--- config.mk ---
export PLATFORM = sky130hd
export DESIGN_NAME = line_fill_arb
export DESIGN_NICKNAME = d
export VERILOG_FILES = /design/src/rtl/mem_pkg.sv /design/src/rtl/rr_arb2.sv /design/src/rtl/line_fill_arb.sv
export SDC_FILE = /design/constraint.sdc
export NUM_CORES = 2
export LEC_CHECK = 0
export CORE_AREA = 2 2 504 506
export CTS_CLUSTER_DIAMETER = 60
export DETAILED_ROUTE_END_ITERATION = 8
export DIE_AREA = 0 0 506 508
export PLACE_DENSITY_LB_ADDON = 0.12
export SYNTH_ARGS = -nofsm -noshare
export SYNTH_HDL_FRONTEND = slang
export SYNTH_SLANG_ARGS = --single-unit
--- constraint.sdc ---
create_clock -name clk -period 3.2 [get_ports clk]
set_input_delay 0.96 -clock clk [delete_from_list [all_inputs] [get_ports clk]]
set_output_delay 0.96 -clock clk [all_outputs]
set_load 0.02 [all_outputs]
--- src/rtl/mem_pkg.sv ---
// mem_pkg: shared L1 refill constants, FSM state encoding and owner encoding
package mem_pkg;
  typedef enum logic [1:0] {IDLE, FILL, DONE} state_t;
  localparam int LINE_BYTES = 128;
  localparam int BEATS = 16;
  localparam int CNT_W = $clog2(BEATS);
  localparam int OFF_W = $clog2(LINE_BYTES);
  localparam logic OWN_I = 1'b0;
  localparam logic OWN_D = 1'b1;
endpackage

--- src/rtl/rr_arb2.sv ---
// rr_arb2: two-requester arbiter, round-robin with LINE_FILL_RR_EN, else data-side fixed priority
// Ports: clk/clr_n/i_en (round-robin build only; i_en = grant taken this cycle),
//        i_ireq/i_dreq instruction/data requests, o_gnt grant (0 = instruction, 1 = data)
module rr_arb2 import mem_pkg::*; (
`ifdef LINE_FILL_RR_EN
  input  logic clk,
  input  logic clr_n,
  input  logic i_en,
`endif
  input  logic i_ireq,
  input  logic i_dreq,
  output logic o_gnt
);
`ifdef LINE_FILL_RR_EN
  logic r_last;
  // reset as if data was granted last so the instruction side wins the first tie
  always_ff @(posedge clk or negedge clr_n)
    if (!clr_n) r_last <= OWN_D;
    else if (i_en) r_last <= o_gnt;
  always_comb o_gnt = (i_ireq & i_dreq) ? ~r_last : i_dreq;
`else
  logic w_unused;
  always_comb w_unused = i_ireq;
  always_comb o_gnt = i_dreq;
`endif
endmodule

--- src/rtl/line_fill_arb.sv ---
// line_fill_arb: L1 line refill controller; arbitrates I/D misses, fetches 16 beats, returns the line
// Ports: clk, clr_n (async active-low); i_addr/i_rd/i_dv and d_addr/d_rd/d_dv requester sides;
//        line assembled line; mem_addr/mem_rd/mem_rdata/mem_ack beat memory port.
// Build option: LINE_FILL_RR_EN selects round-robin arbitration (default: data side wins ties).
module line_fill_arb import mem_pkg::*; #(
  parameter int LINE_W = 1024,
  parameter int BEAT_W = 64
) (
  input  logic              clk,
  input  logic              clr_n,
  input  logic [63:0]       i_addr,
  input  logic              i_rd,
  output logic              i_dv,
  input  logic [63:0]       d_addr,
  input  logic              d_rd,
  output logic              d_dv,
  output logic [LINE_W-1:0] line,
  output logic [63:0]       mem_addr,
  output logic              mem_rd,
  input  logic [BEAT_W-1:0] mem_rdata,
  input  logic              mem_ack
);
  localparam logic [63:0] LINE_MASK = ~64'(LINE_BYTES - 1);
  state_t            r_state;
  logic [CNT_W-1:0]  r_cnt;
  logic              r_owner;
  logic [63:0]       r_base;
  logic [LINE_W-1:0] r_line;
  logic              r_i_dv, r_d_dv, r_mem_rd;
  logic [63:0]       r_mem_addr;
  logic              w_req, w_gnt;
  logic [63:0]       w_addr;
  logic [CNT_W-1:0]  w_nxt;
  always_comb begin
    w_req  = i_rd | d_rd;
    w_addr = w_gnt ? d_addr : i_addr;
    w_nxt  = r_cnt + 1'b1;
  end
  rr_arb2 u_arb (
`ifdef LINE_FILL_RR_EN
    .clk   (clk),
    .clr_n (clr_n),
    .i_en  (r_state == IDLE && w_req),
`endif
    .i_ireq(i_rd),
    .i_dreq(d_rd),
    .o_gnt (w_gnt)
  );
  // mem_addr is registered one beat ahead so it is base + 8*cnt in every FILL cycle
  always_ff @(posedge clk or negedge clr_n)
    if (!clr_n) begin
      r_state    <= IDLE;
      r_cnt      <= '0;
      r_owner    <= OWN_I;
      r_base     <= '0;
      r_line     <= '0;
      r_i_dv     <= 1'b0;
      r_d_dv     <= 1'b0;
      r_mem_rd   <= 1'b0;
      r_mem_addr <= '0;
    end else begin
      case (r_state)
        IDLE: if (w_req) begin
          r_owner    <= w_gnt;
          r_base     <= w_addr & LINE_MASK;
          r_mem_addr <= w_addr & LINE_MASK;
          r_cnt      <= '0;
          r_mem_rd   <= 1'b1;
          r_state    <= FILL;
        end
        FILL: if (mem_ack) begin
          r_line[BEAT_W*int'(r_cnt) +: BEAT_W] <= mem_rdata;
          r_cnt      <= w_nxt;
          r_mem_addr <= r_base | {{(64-CNT_W-3){1'b0}}, w_nxt, 3'b000};
          if (r_cnt == CNT_W'(BEATS - 1)) begin
            r_state  <= DONE;
            r_mem_rd <= 1'b0;
            // an owner that has dropped rd abandoned the request and gets no dv
            r_i_dv   <= (r_owner == OWN_I) & i_rd;
            r_d_dv   <= (r_owner == OWN_D) & d_rd;
          end
        end
        DONE: begin
          r_i_dv  <= 1'b0;
          r_d_dv  <= 1'b0;
          r_state <= IDLE;
        end
        default: r_state <= IDLE;
      endcase
    end
  always_comb begin
    i_dv     = r_i_dv;
    d_dv     = r_d_dv;
    line     = r_line;
    mem_rd   = r_mem_rd;
    mem_addr = r_mem_addr;
  end
endmodule

==> results.json <==
{
  "final_nets": 6264,
  "layout-drive-gt1-share_pct": 12.9,
  "cts_sinks": 1148,
  "critPathArrivalTime_ns": 2.11,
  "mostFrequentLayoutCell": "clkdlybuf4s50_1",
  "cts_setup_buffers": 0,
  "die_area_mm2": 0.257,
  "postSynthAreaPerCell_um2": 10.4,
  "wl_per_cell_um": 29.6,
  "rsz0062_at_grt": "false",
  "ys_ff_latch": 1148,
  "ir_worst_vdd_mv": 0.600,
  "dr.pass1.iters": 6,
  "numPortBuffers": 1270,
  "slew_headroom_pct": 33.9,
  "path_max_fanout": 7,
  "num_vias": 41800,
  "final_cell_mix": "1,242 x clkdlybuf4s50_1, 1,148 x dfrtp_1, 766 x nand2_1, 718 x o21ai_0, 429 x mux2i_1",
  "grt_pass1_wl_um": 380000,
  "startpoint_type": "flip-flop",
  "min_period_ns": 3.07,
  "ioPinCount": 1288,
  "antenna_found_initial": 45,
  "whs_ns": 0.470,
  "cts_tree": "done",
  "num_rows": 185,
  "cts.clk_slew.worst_paths_ns": 0.05,
  "yosys.cell_types.count": 49,
  "place.gp.congestion": 0.789,
  "seq_area_frac_synth_pct": 57.9,
  "postRouteWirelength_um": 283000,
  "die_h_um": 508,
  "initial_core_util_pct": 19.7,
  "ant_nets": 0,
  "synth_top_area_share_pct": 57.9,
  "dp.cells": 9267,
  "fmax_ghz": 0.325,
  "finalNonFillerCells": 9563,
  "power.leakage_nw": 33.4,
  "yosys_most_used_dff": "dfrtp_1",
  "cts_root_buf": "clkbuf_16",
  "grt_usage_pct": 21.4,
  "syn-cell-area_mm2": 0.0496,
  "maxCapViolations": 0,
  "period_share_pct": 96.0,
  "fin_util_pct": 29.2,
  "power_density_mw_per_mm2": 1050,
  "hold_path.class": "reg -> reg",
  "fillers": 26300,
  "numCtsBuffers": 160,
  "grt_start_max_net_pins": 129,
  "place_ws_ns": -0.356,
  "final-setup-viol-count": 0,
  "fp.coreArea_mm2": 0.252,
  "synth_edf_count": 0,
  "yosys.area.top_type": "dfrtp_1",
  "path_class": "reg -> out",
  "dr.first_iter.drc_count": 3349,
  "synthTopCellsByArea": "dfrtp_1 58%, mux2i_1 8.7%, o21ai_0 7.3%",
  "status": "finished clean",
  "synthToLayoutAreaGrowth_pct": 48.4,
  "async_reset_ff_share_pct": 100,
  "dp_hpwl_um": 199000,
  "viasPerCell": 4.37,
  "skew_ns": 0.0519,
  "ys_warn_count": 0,
  "end_kind": "primary output",
  "drc": 0,
  "syn_inst": 4784,
  "required_ns": 2.24,
  "worstMarginPinSlew_ns": 0.992,
  "clk_path_buf_depth": 3,
  "grt_pass1_vias": 41500,
  "htreeDepth": 4,
  "drv_slew": 0,
  "grt_overflow": 0,
  "fin_ws_ns": 0.127,
  "hold_viol": 0,
  "fp.dieW_um": 506,
  "clk_latency_ns": 0.82
}
==> flip-flops by register name (all words and copies together), names as in the netlist <==
name,flops
d_dv,1
mem_rd,1
r_owner,1
r_base,57
mem_addr,58
r_state,2
r_cnt,3
i_dv,1
line,1024
==> where the power goes <==
part,switching [mW],internal (mW)
Combinational,23.3,13.6
Sequential,3.04,19.6
Clock,7.40,10.7
==> repair_timing <==
action | 4_1_cts | 5_1_grt
hold endpoints to repair | 8 | 0
hold buffers | 1 | 0
resized for setup | 6 | 2
endpoints found under the setup margin | 66 | 205
pin swaps | 0 | 0
==> cells in the mapped netlist (65+ instances only) <==
master / instances
nand2_1: 768
and4_1: 107
mux2i_1: 429
nor2_1: 104
o21ai_0: 719
and3_1: 130
dfrtp_1: 1148
buf_2: 65
inv_1: 405
a21o_1: 104
mux2_2: 189
clkbuf_1: 324
==> cell families (layout without fill, tap and decap cells) <==
group | Yosys count | count (layout) | share of synthesized area [%]
AOI/OAI and AO/OA | 957 | 957 | 10.5
xor gates and xnor gates | 3 | 3 | 0.0530
adders and majority gates | 3 | 3 | 0.0757
buffers and inverters | 841 | 2240 | 6.77
DFF | 1148 | 1148 | 57.9
muxes | 631 | 631 | 13.2
other | 1 | 15 | 0.00756
and+or+nand+nor | 1200 | 1200 | 11.4
==> worst max-delay path, cell delays in order, from the launching register on <==
cell and delay [ns]:
dfrtp_1 0.33, buf_4 0.19, clkdlybuf4s50_1 0.79
==> through the flow <==
| step | area [um^2] | power (mW) | TNS (ns) |
|---|---|---|---|
| 3_3_place_gp | 68200 | 60.0 | -16.68 |
| 4_1_cts | 73600 | 78.8 | 0 |
| 2_1_floorplan | 49600 | 38.6 | 0 |
| 3_5_place_dp | 68200 | 60.2 | -19.02 |
| 6_report | 73600 | 77.7 | 0 |
| 5_1_grt | 73600 | 81.7 | 0 |
==> final timing paths <==
check	from	end	slack, ns	cells after the start
max in group asynchronous	clr_n	line[954]	1.33	4
max	mem_addr[6]	mem_addr[6]	0.13	2
min in group asynchronous	clr_n	line[288]	0.61	2
max reg2reg	r_cnt[0]	line[510]	0.24	7
min reg2reg	r_base[58]	r_base[58]	0.47	2
min	r_base[58]	r_base[58]	0.47	2
==> cell type report <==
type / instances / area, um^2 / area share [%]
clock buffers: 228 / 4580 / 6.22
well taps: 3366 / 4210 / 5.72
repair buffers: 1551 / 16000 / 21.8
multi-input cells: 2797 / 17800 / 24.2
diodes: 12 / 30.0 / 0.0408
flip-flops and latches: 1148 / 28700 / 39.0
clock inverters: 55 / 731 / 0.992
inverters: 406 / 1520 / 2.07
==> metal layers <==
metal,vias to the layer above,share of wire [%],global-route usage (%)
li1,18500,-,-
met1,21300,43,27.8
met2,1651,46,34.2
met3,295,7.8,6.22
met4,4,3.0,6.10
met5,-,0.0067,0
No activity file was read; power rests on OpenSTA's default activity.
